### src/rtl/bcd_display_pkg.sv
// bcd_display_pkg: segment codes, state enum and BCD sizing shared by the display driver.
package bcd_display_pkg;

  localparam logic [6:0] SEG_BLANK = 7'b0000000;
  localparam logic [6:0] SEG_MINUS = 7'b1000000;

  // entry n holds the gfedcba pattern for digit n
  localparam logic [9:0][6:0] SEG_TABLE = {
    7'b1101111, 7'b1111111, 7'b0000111, 7'b1111101, 7'b1101101,
    7'b1100110, 7'b1001111, 7'b1011011, 7'b0000110, 7'b0111111
  };

  typedef enum logic {IDLE, SHIFT} state_t;

  // ceil(width * log10(2)) using a fixed-point log10(2)
  function automatic int bcd_digits(input int width);
    return (width * 30103 + 99999) / 100000;
  endfunction

endpackage

### src/rtl/seg7_encode.sv
// seg7_encode: one BCD digit plus blank flag to active-high gfedcba segments.
module seg7_encode
  import bcd_display_pkg::*;
(
  input  logic [3:0] digit_i,
  input  logic       blank_i,
  output logic [6:0] seg_o
);

  assign seg_o = (blank_i || digit_i > 4'd9) ? SEG_BLANK : SEG_TABLE[digit_i];

endmodule

### src/rtl/bcd_display_driver.sv
// bcd_display_driver: signed binary to multi-digit 7-segment driver via serial double-dabble.
// Define BCD_DISPLAY_LZB_EN to blank leading zero digits.
module bcd_display_driver
  import bcd_display_pkg::*;
#(
  parameter int WIDTH  = 8,
  parameter int DIGITS = 3
) (
  input  logic                  clk_i,
  input  logic                  rst_i,
  input  logic [WIDTH-1:0]      value_i,
  input  logic                  start_i,
  output logic                  busy_o,
  output logic                  done_o,
  output logic                  overflow_o,
  output logic [6:0]            signal_o,
  output logic [7*DIGITS-1:0]   digits_o
);

  localparam int NB = bcd_digits(WIDTH);
  localparam int CW = $clog2(WIDTH + 1);

  state_t                state_q;
  logic [4*NB-1:0]       acc_q, acc_adj, acc_d;
  logic [WIDTH-1:0]      mag_q;
  logic [CW-1:0]         cnt_q;
  logic                  neg_q, done_q, ovf_q, ovf_d;
  logic [6:0]            sig_q;
  logic [7*DIGITS-1:0]   dig_q, dig_d;

  always_comb begin
    acc_adj = acc_q;
    for (int i = 0; i < NB; i++)
      acc_adj[4*i+:4] = acc_q[4*i+:4] >= 4'd5 ? acc_q[4*i+:4] + 4'd3 : acc_q[4*i+:4];
    acc_d = {acc_adj[4*NB-2:0], mag_q[WIDTH-1]};
    ovf_d = 1'b0;
    for (int i = DIGITS; i < NB; i++)
      ovf_d = ovf_d | (|acc_d[4*i+:4]);
  end

  // acc_d is the finished BCD value on the last shift cycle, so it is encoded directly
`ifdef BCD_DISPLAY_LZB_EN
  logic [DIGITS:0] lz;
  assign lz[DIGITS] = 1'b1;
`endif

  for (genvar d = 0; d < DIGITS; d++) begin : g_dig
    logic [3:0] dv;
    logic       bl;
    logic [6:0] seg;
    if (d < NB) begin : g_in
      assign dv = acc_d[4*d+:4];
    end else begin : g_out
      assign dv = 4'd0;
    end
`ifdef BCD_DISPLAY_LZB_EN
    assign lz[d] = lz[d+1] && dv == 4'd0;
    assign bl = (d != 0) && lz[d];
`else
    assign bl = 1'b0;
`endif
    seg7_encode u_seg (.digit_i(dv), .blank_i(bl), .seg_o(seg));
    assign dig_d[7*d+:7] = ovf_d ? SEG_MINUS : seg;
  end

  always_ff @(posedge clk_i or posedge rst_i) begin
    if (rst_i) begin
      state_q <= IDLE;
      acc_q   <= '0;
      mag_q   <= '0;
      cnt_q   <= '0;
      neg_q   <= 1'b0;
      done_q  <= 1'b0;
      ovf_q   <= 1'b0;
      sig_q   <= SEG_BLANK;
      dig_q   <= '0;
    end else begin
      done_q <= 1'b0;
      if (state_q == IDLE) begin
        if (start_i) begin
          neg_q   <= value_i[WIDTH-1];
          mag_q   <= value_i[WIDTH-1] ? -value_i : value_i;
          acc_q   <= '0;
          cnt_q   <= CW'(WIDTH);
          state_q <= SHIFT;
        end
      end else begin
        acc_q <= acc_d;
        mag_q <= mag_q << 1;
        cnt_q <= cnt_q - 1'b1;
        if (cnt_q == CW'(1)) begin
          dig_q   <= dig_d;
          sig_q   <= neg_q ? SEG_MINUS : SEG_BLANK;
          ovf_q   <= ovf_d;
          done_q  <= 1'b1;
          state_q <= IDLE;
        end
      end
    end
  end

  assign busy_o     = state_q == SHIFT;
  assign done_o     = done_q;
  assign overflow_o = ovf_q;
  assign signal_o   = sig_q;
  assign digits_o   = dig_q;

endmodule
### config.mk
export PLATFORM = sky130hd
export DESIGN_NAME = bcd_display_driver
export DESIGN_NICKNAME = d
export VERILOG_FILES = /design/src/rtl/bcd_display_pkg.sv /design/src/rtl/seg7_encode.sv /design/src/rtl/bcd_display_driver.sv
export SDC_FILE = /design/constraint.sdc
export NUM_CORES = 1
export LEC_CHECK = 0
export ABC_CLOCK_PERIOD_IN_PS = 6140
export BUFFER_PORTS_ARGS = -buffer_cell sky130_fd_sc_hd__buf_2
export CORE_ASPECT_RATIO = 2
export CORE_UTILIZATION = 50
export DETAILED_ROUTE_END_ITERATION = 10
export PLACE_DENSITY = 0.76
export SLEW_MARGIN = 25
export SYNTH_ARGS = -nofsm -noshare
export SYNTH_HDL_FRONTEND = slang
export SYNTH_SLANG_ARGS = --single-unit
### constraint.sdc
create_clock -name clk_i -period 6.14 [get_ports clk_i]
set_clock_uncertainty 0.1 [all_clocks]
set_input_delay 0.921 -clock clk_i [delete_from_list [all_inputs] [get_ports clk_i]]
set_output_delay 0.921 -clock clk_i [all_outputs]
set_load 0.02 [all_outputs]
Word-level counts from Yosys, hierarchy flattened
Memories as Yosys holds them, arrays and structs flattened.
Cells that the tools add are included.
W data, S select, Z words.

storage, ports and cells
  memories = 3
  bits in read-only memories = 336
  output and inout bits = 31
  bits of input ports = 11
  word-level logic and storage cells = 52
  flip-flop bits (word level) = 55

memory list
  name              words  width  rd ports  clocked after memory_dff  wr ports  RTL line           RTL
  (name not given)  16     7      1         0                         0         seg7_encode.sv:10  assign seg_o = (blank_i || digit_i > 4'd9) ? SEG_BLANK : SEG_TABLE[digit_i];
  (name not given)  16     7      1         0                         0         seg7_encode.sv:10
  (name not given)  16     7      1         0                         0         seg7_encode.sv:10

operators by class
  reduce and logical (&&, ||, !) cells = 3
  add/subtract/negate cells = 5
  $lt $le $gt $ge = 9
  bitwise logic cells = 1
  equality and inequality tests = 1
  multiplexer cells = 22

operators by type and width
  cell                   number
  $mux W7                7
  $mux W12               2
  $mux W8                3
  $mux W4                4
  $lt A4 B5 Y1 const B   3
  $ge A4 B3 Y1 const B   3
  $gt A4 B4 Y1 const B   3
  $add A4 B2 Y4 const B  2
  $neg A8 Y8             1
  $mux W1                5
  $eq A4 B1 Y1 const B   1
  $reduce_and A2 Y1      2
  $sub A4 B1 Y4 const B  1
  $add A3 B2 Y3 const B  1
  $mux W3                1
  $reduce_bool A2 Y1     1
  $not A1 Y1             1

Longest topological paths before layout
Gate-level depths: netlist of run 1.

  word-level depth = 5
  depth in mapped cells = 11
  gate-level depth less buffers = 11

Modules after synthesis
Synthesis of run 1 repeated with hierarchy kept, for this count alone.

second synthesis, totals
  cell total of the unflattened synthesis = 301
  area total of the unflattened synthesis = 3,113.0 um^2

by module, submodules not included
  module              area an instance (um^2)  cells each  times used
  bcd_display_driver  2,489.9                  223         1
  seg7_encode         207.7                    26          3

Least setup slack after synthesis of run 1
No wires, ideal clock.

  kind = reg-to-reg
  start = register acc_q[0]
  end = register dig_q[11] (netlist: digits_o[11])
  setup time = 147 ps
  required time = 5,893 ps
  arrival time = 2,073 ps
  buffers on the path = 0
  cell stages (with the launch flop) = 12
  period minus slack after synthesis = 2,320 ps
  slack = 3,820 ps
  cell sequence = dfrtp_1 -> inv_1 -> ha_1 -> and2b_2 -> nor3_1 -> a21oi_1 -> inv_1 -> ha_1 -> nor2_1 -> nor2_1 -> a22oi_1 -> a22oi_1

between the ends
  longest elaborated chain between the ends = 5
  elaborated cells on any way between the ends = 7
  classes of those cells = add/sub (1); order compare (2); mux (3); memory (1)

RTL lines
  item                                           RTL line                  RTL
  start, declared                                bcd_display_driver.sv:24  logic [4*NB-1:0] acc_q, acc_adj, acc_d;
  start signal, assigned                         bcd_display_driver.sv:69  acc_q <= '0;
  start signal, assigned                         bcd_display_driver.sv:83  acc_q <= '0;
  start signal, assigned                         bcd_display_driver.sv:88  acc_q <= acc_d;
  $add A4 B2 Y4 or $ge A4 B3 Y1 (tied branches)  bcd_display_driver.sv:34  acc_adj[4*i+:4] = acc_q[4*i+:4] >= 4'd5 ? acc_q[4*i+:4] + 4'd3 : acc_q[4*i+:4];
  $mux W4 (*)                                    bcd_display_driver.sv:34
  $mem_v2 Z16 W7                                 -
  $mux W7 (implied by the code)                  seg7_encode.sv:10
  $mux W7 (*)                                    seg7_encode.sv:10
  end signal, assigned                           bcd_display_driver.sv:92  dig_q <= dig_d;
  end, declared                                  bcd_display_driver.sv:29  logic [7*DIGITS-1:0] dig_q, dig_d;

Mark *: on every way between the ends. The rest lies on a longest branch, timed or not. The select of a mux whose other input is x is not followed.
A chain may end at the register's enable or synchronous reset.

Worst setup path in the final report of run 1
  start = register acc_q[0]
  end = register dig_q[12] (netlist: digits_o[12])

Same word-level chain as after synthesis.

==> qor.yml, run 1 <==
clock_tree:
  root_buffer: "clkbuf_16"
  hold_buffers: 0
  clock-sinks: 49
  cts_setup_buffers: 0
  cts.clk_slew.worst_paths_ps: 60
  cts_resized: 0
  numCtsBuffers: 5
  clk_latency_ps: 290
  cts_tree: "yes"
  clock_path_buffers: 2
  ctsHtreeMaxLevel: 2
floorplan:
  die_area_sq_um: 6170
  die_y_microns: 110
  pin_count: 42
  die_x_microns: 56.0
  core_area_sq_um: 5660
  start_util_pct: 51.6
  rows: 39
sta:
  setup_viol: 0
  fin_crit_ps: 2690
  worst_pin_slew_ps: 817
  rsz0062_at_grt: "false"
  maxSlewHeadroom_pct: 45.5
  finalHoldViolCount: 0
  tns_ps: 0
  clock.fmax_ghz: 0.372
  final_max_slew_viol_count: 0
  timing.final.crit_share_pct: 43.8
pwr:
  p_per_area_nw_per_um2: 614
  p_int_mw: 1.07
  p_seq_share_pct: 28.5
  irDropWorstVdd_v: 0.000391
  power_switching_mw: 0.925
  leakage_nw: 1.59
  switching_share_pct: 46.4
  comb_power_share_pct: 57.9
  clkPwrFrac_pct: 13.6
cells_and_area:
  area_growth_pct: 11.2
  final_area_sq_um: 3250
  drive_above_1_share_pct: 16.5
  insertedDiodeCount: 0
  layout.nets: 380
yosys:
  ys_types: 53
  ys_ff_latch: 49
  synthCells: 321
  ys_seq_area_share_pct: 42.0
  ys_async_sr_fraction_pct: 100
  yosys_warnings: 0
  netlist_area_sq_um: 2920
  synth_edf_count: 0
  syn_area_per_cell_sq_um: 9.09
  synth_top_flop_cell: "dfrtp_1"
worst_setup_path:
  crit_start: "acc_q[0]"
  cp.required_ps: 6180
  r2r_cells: 11
  cp-end-kind: "register"
  cp_max_fo: 6
  critPathLaunchType: "register"
  cp.arrival_ps: 2730
  critPathKind: "register to register"
  r2r-start: "acc_q[0]"
global_routing:
  met1_usage_pct: 20.8
  track_usage_pct: 19.5
  grtUsageMet2_pct: 36.3
  grt_pass1_wl_microns: 9610
  antenna_found_initial: 0
  grt_pass1_vias: 2239
  grt_max_degree: 50
  use_met3_pct: 4.20
  grt_overflow: 0
  grt-busiest-layer: "met2"
job:
  max_cap_viol_count: 0
routing:
  first_iter_violations: 57
  wire_per_inst_microns: 13.5
  routed_wl_microns: 5580
  final_antenna_net_count: 0
  dr.pass1.iters: 4
  routed_via_density: 5.71
  drc: 0
  vias: 2353
min_path:
  hold_class: "register to register"
  holdPathStages: 2
  worstHoldStart: "digits_o[17]"
placed_design:
  placed_area_sq_um: 3100
  gp_congestion: 0.885
  port_buffers: 34
  dpl.hpwl_microns: 4130
run_status:
  status: "finished, final reports clean"
[cell families (layout without fill, tap and decap cells)]
kind of cell,after synthesis,count (layout),synth area share (%)
other cells,1,7,0.128
simple gates,109,109,17.8
buf+inv,39,63,6.09
flops,49,49,42.0
compound gates,86,86,19.6
fa+ha+maj,19,19,8.14
mux,9,9,3.26
xor+xnor,9,9,2.96
[power by group through the flow]
stage	logic, mW	registers (mW)	clock network [mW]
after global placement	1.12	0.564	0
after global routing	1.30	0.586	0.290
after floorplan	0.831	0.638	0
final	1.15	0.568	0.271
after CTS	1.16	0.568	0.276
after detailed placement	1.15	0.574	0
[path summary, 6_finish.rpt]
path                       slack, ps            to
max                             3450  digits_o[12]
min                              380  digits_o[17]
max reg2reg                     3450  digits_o[12]
min reg2reg                      380  digits_o[17]
max in group asynchronous       4790   digits_o[8]
min in group asynchronous        660     acc_q[11]
[cells in the final DEF (no fill, tap or decap), types with 5 or more instances in the layout]
cell type and count:
a21oi_1 12, a22oi_1 8, and3_1 5, buf_2 34, clkbuf_16 5, conb_1 7
dfrtp_1 49, ha_1 19, inv_1 17, mux2i_1 5, nand2_1 53, nand2b_1 11
nor2_1 16, nor3_1 6, o21a_1 5, o21ai_0 24, o31ai_1 14, xnor2_1 5
[worst max-delay path: stages, from the launching register on]
cell and delay [ps]:
dfrtp_1 430, inv_1 100, ha_1 240, and2b_2 180
nor3_1 40, a21oi_1 370, inv_1 130, ha_1 240
nor2_1 100, nor2_1 50, a22oi_1 380, a22oi_1 180
[cell type report]
cell class / instances / area (sq um)
Fill cell: 501 / 2410
Multi-Input combinational cell: 239 / 1540
Sequential cell: 49 / 1230
Timing Repair Buffer: 36 / 185
Clock buffer: 5 / 125
Tap cell: 61 / 76.3
Inverter: 19 / 72.6
Clock inverter: 3 / 22.5
[Yosys cell counts, types with 2 or more instances]
master / number / share of area, %
clkbuf_1: 9 / 1.2
nor3_1: 6 / 1.0
inv_1: 18 / 2.3
nand2_1: 53 / 6.8
a21oi_2: 2 / 0.60
o31ai_1: 14 / 3.6
nor2b_1: 2 / 0.43
mux2i_1: 5 / 1.7
o21a_1: 5 / 1.3
ha_1: 19 / 8.1
mux2_2: 4 / 1.5
nand2b_1: 11 / 2.4
o21ai_0: 24 / 4.1
a21oi_1: 12 / 2.1
dfrtp_1: 49 / 42
and3_1: 5 / 1.1
xnor2_1: 5 / 1.5
o211ai_1: 3 / 0.77
or3_1: 4 / 0.86
xor2_1: 3 / 0.90
o41ai_1: 2 / 0.60
nor2_1: 16 / 2.1
a22oi_1: 8 / 2.1
a21o_1: 3 / 0.77
buf_1: 2 / 0.26
nor3b_1: 3 / 0.77
buf_4: 8 / 2.1
[flip-flops by register name, indices dropped and copies added (netlist names)]
| signal | flops |
|---|---|
| acc_q | 12 |
| busy_o | 1 |
| cnt_q | 4 |
| digits_o | 21 |
| done_o | 1 |
| mag_q | 8 |
| neg_q | 1 |
| signal_o | 1 |
[layer usage]
layer	up-vias	wire, microns
met3	9	180
met2	52	3050
li1	1158	-
met5	-	0
met1	1134	2260
met4	0	95
[through the flow]
stage	hold WS (ps)	setup WS (ps)	util (%)	power, mW	std cells
2_1_floorplan	335	3820	-	1.47	327
4_1_cts	385	3460	57.3	2.00	412
6_report	376	3450	57.3	1.99	412
5_1_grt	407	3240	57.3	2.18	412
3_3_place_gp	356	3640	54.7	1.69	404
3_5_place_dp	364	3480	54.7	1.73	404
Note: power is estimated with default switching activity, not from simulation.
==> run 2, diff against run 1 <==
--- a/config.mk
+++ b/config.mk
@@ -5,7 +5,7 @@
 export SDC_FILE = /design/constraint.sdc
 export NUM_CORES = 1
 export LEC_CHECK = 0
-export ABC_CLOCK_PERIOD_IN_PS = 6140
+export ABC_CLOCK_PERIOD_IN_PS = 2720
 export BUFFER_PORTS_ARGS = -buffer_cell sky130_fd_sc_hd__buf_2
 export CORE_ASPECT_RATIO = 2
 export CORE_UTILIZATION = 50
==> constraint.sdc (replaced) <==
create_clock -name clk_i -period 2.72 [get_ports clk_i]
set_clock_uncertainty 0.1 [all_clocks]
set_input_delay 0.408 -clock clk_i [delete_from_list [all_inputs] [get_ports clk_i]]
set_output_delay 0.408 -clock clk_i [all_outputs]
set_load 0.02 [all_outputs]
==> run 2 against run 1 <==
Effect of this change:
- combinational power grew 130%
- design area increased by 0.50%
- via count down 1.2%
- critical endpoint is now digits_o[19]
- critical path depth shrank 1
- largest power group unchanged
- sequential share of layout area is 0.19 points lower
- highest routed layer unchanged
- largest cell class unchanged
- critical path type unchanged
==> qor.yml, run 2 (synthesis gave the netlist of run 1 again) <==
placed_design:
  port_buffers: 34
  dpl.hpwl_microns: 4120
  post-place-ws_ps: 72.3
  placed_area_sq_um: 3110
  gp_congestion: 0.892
sta:
  timing.final.crit_share_pct: 91.4
  fin_crit_ps: 2490
  finalHoldViolCount: 0
  final_max_slew_viol_count: 0
  clock.fmax_ghz: 0.402
  worst_pin_slew_ps: 596
  maxSlewHeadroom_pct: 60.3
  layout_setup_ws_ps: 233
  setup_viol: 0
  rsz0062_at_grt: "false"
  tns_ps: 0
floorplan:
  die_y_microns: 110
  pin_count: 42
  rows: 39
  die_area_sq_um: 6170
  start_util_pct: 51.6
  core_area_sq_um: 5660
  die_x_microns: 56.0
pwr:
  power_switching_mw: 2.08
  leakage_nw: 1.61
  clkPwrFrac_pct: 13.0
  switching_share_pct: 46.0
  irDropWorstVdd_v: 0.000799
  comb_power_share_pct: 58.8
  p_int_mw: 2.44
  p_per_area_nw_per_um2: 1390
  p_seq_share_pct: 28.2
routing:
  vias: 2324
  routed_wl_microns: 5530
  final_antenna_net_count: 0
  first_iter_violations: 71
  dr.pass1.iters: 4
  drc: 0
  wire_per_inst_microns: 13.4
  routed_via_density: 5.61
cells_and_area:
  area_growth_pct: 11.7
  drive_above_1_share_pct: 17.0
  layout_common_cells: "53 x nand2_1, 49 x dfrtp_1, 34 x buf_2, 24 x o21ai_0, 19 x ha_1"
  fill_cells: 527
  insertedDiodeCount: 0
  largest_reg_flops: 21
  multi_input_area_sq_um: 1550
  final_area_sq_um: 3260
  final_common_cell: "nand2_1"
  final-seq-area_sq_um: 1230
  layout.nets: 382
global_routing:
  grt_max_degree: 50
  grt_pass1_vias: 2200
  track_usage_pct: 19.1
  grt_pass1_wl_microns: 9380
  antenna_found_initial: 0
  grt_overflow: 0
worst_setup_path:
  critPathKind: "register to register"
  cp.arrival_ps: 2540
  cp_max_fo: 6
  critPathLaunchType: "register"
  cp.required_ps: 2780
  cp-end-kind: "register"
clock_tree:
  cts.clk_slew.worst_paths_ps: 60
  clock-sinks: 49
  hold_buffers: 0
  clk_latency_ps: 290
  ctsHtreeMaxLevel: 2
  clock_path_buffers: 2
  cts_tree: "yes"
  root_buffer: "clkbuf_16"
  numCtsBuffers: 5
job:
  max_cap_viol_count: 0
run_status:
  status: "finished, final reports clean"
min_path:
  hold_class: "input port to asynchronous set/reset pin"
## run 2: layout make-up
type                            instances  area share, %
Clock buffer                            8           4.18
Sequential cell                        49           37.6
Tap cell                               61           2.34
Timing Repair Buffer                   38           6.14
Inverter                               19           2.19
Multi-Input combinational cell        239           47.6
## run 2: metal layers
layer	vias to the layer above	track usage [%]	wire, microns
met5	-	0	0
met2	49	35.4	3000
met3	10	3.50	153
met4	0	10.5	127
met1	1103	20.1	2250
li1	1162	-	-
## run 2: stage by stage
stage	hold WS (ps)	total power, mW	util, %	cells
after CTS	201	4.53	57.4	414
final	170	4.52	57.6	414
after global routing	259	4.96	57.6	414
after global placement	354	3.82	55.0	406
after detailed placement	362	3.92	55.0	406
after floorplan	335	3.32	-	327
## run 2: worst max-delay path, stage by stage (launching register included)
cell	delay, ps
dfrtp_1	360
inv_1	140
ha_1	230
nand2b_1	90
a21oi_2	230
xnor2_1	250
inv_1	160
ha_1	250
nor3_2	200
a211o_1	230
a22oi_1	120
## run 2: worst paths after layout
path / startpoint / to / slack, ps / depth (start not counted)
min in group clk_i: value_i[6] / mag_q[6] / 320 / 4
hold / removal: rst_i / digits_o[18] / 170 / 3
setup reg to reg: acc_q[9] / digits_o[19] / 230 / 10
setup / recovery: acc_q[9] / digits_o[19] / 230 / 10
max in group asynchronous: rst_i / mag_q[4] / 1950 / 3
hold reg to reg: digits_o[8] / digits_o[8] / 370 / 2
## run 2: power groups by stage
stage	clock network, mW	logic (mW)	registers, mW
final	0.587	2.66	1.27
after global routing	0.622	3.02	1.32
after CTS	0.599	2.65	1.28
after detailed placement	0	2.62	1.29
after global placement	0	2.55	1.27
after floorplan	0	1.88	1.44
## run 2: repair_timing
action / 4_1_cts / 5_1_grt
endpoints found under the setup margin: 0 / 12
setup buffers: 0 / 0
gates resized for setup: 0 / 3
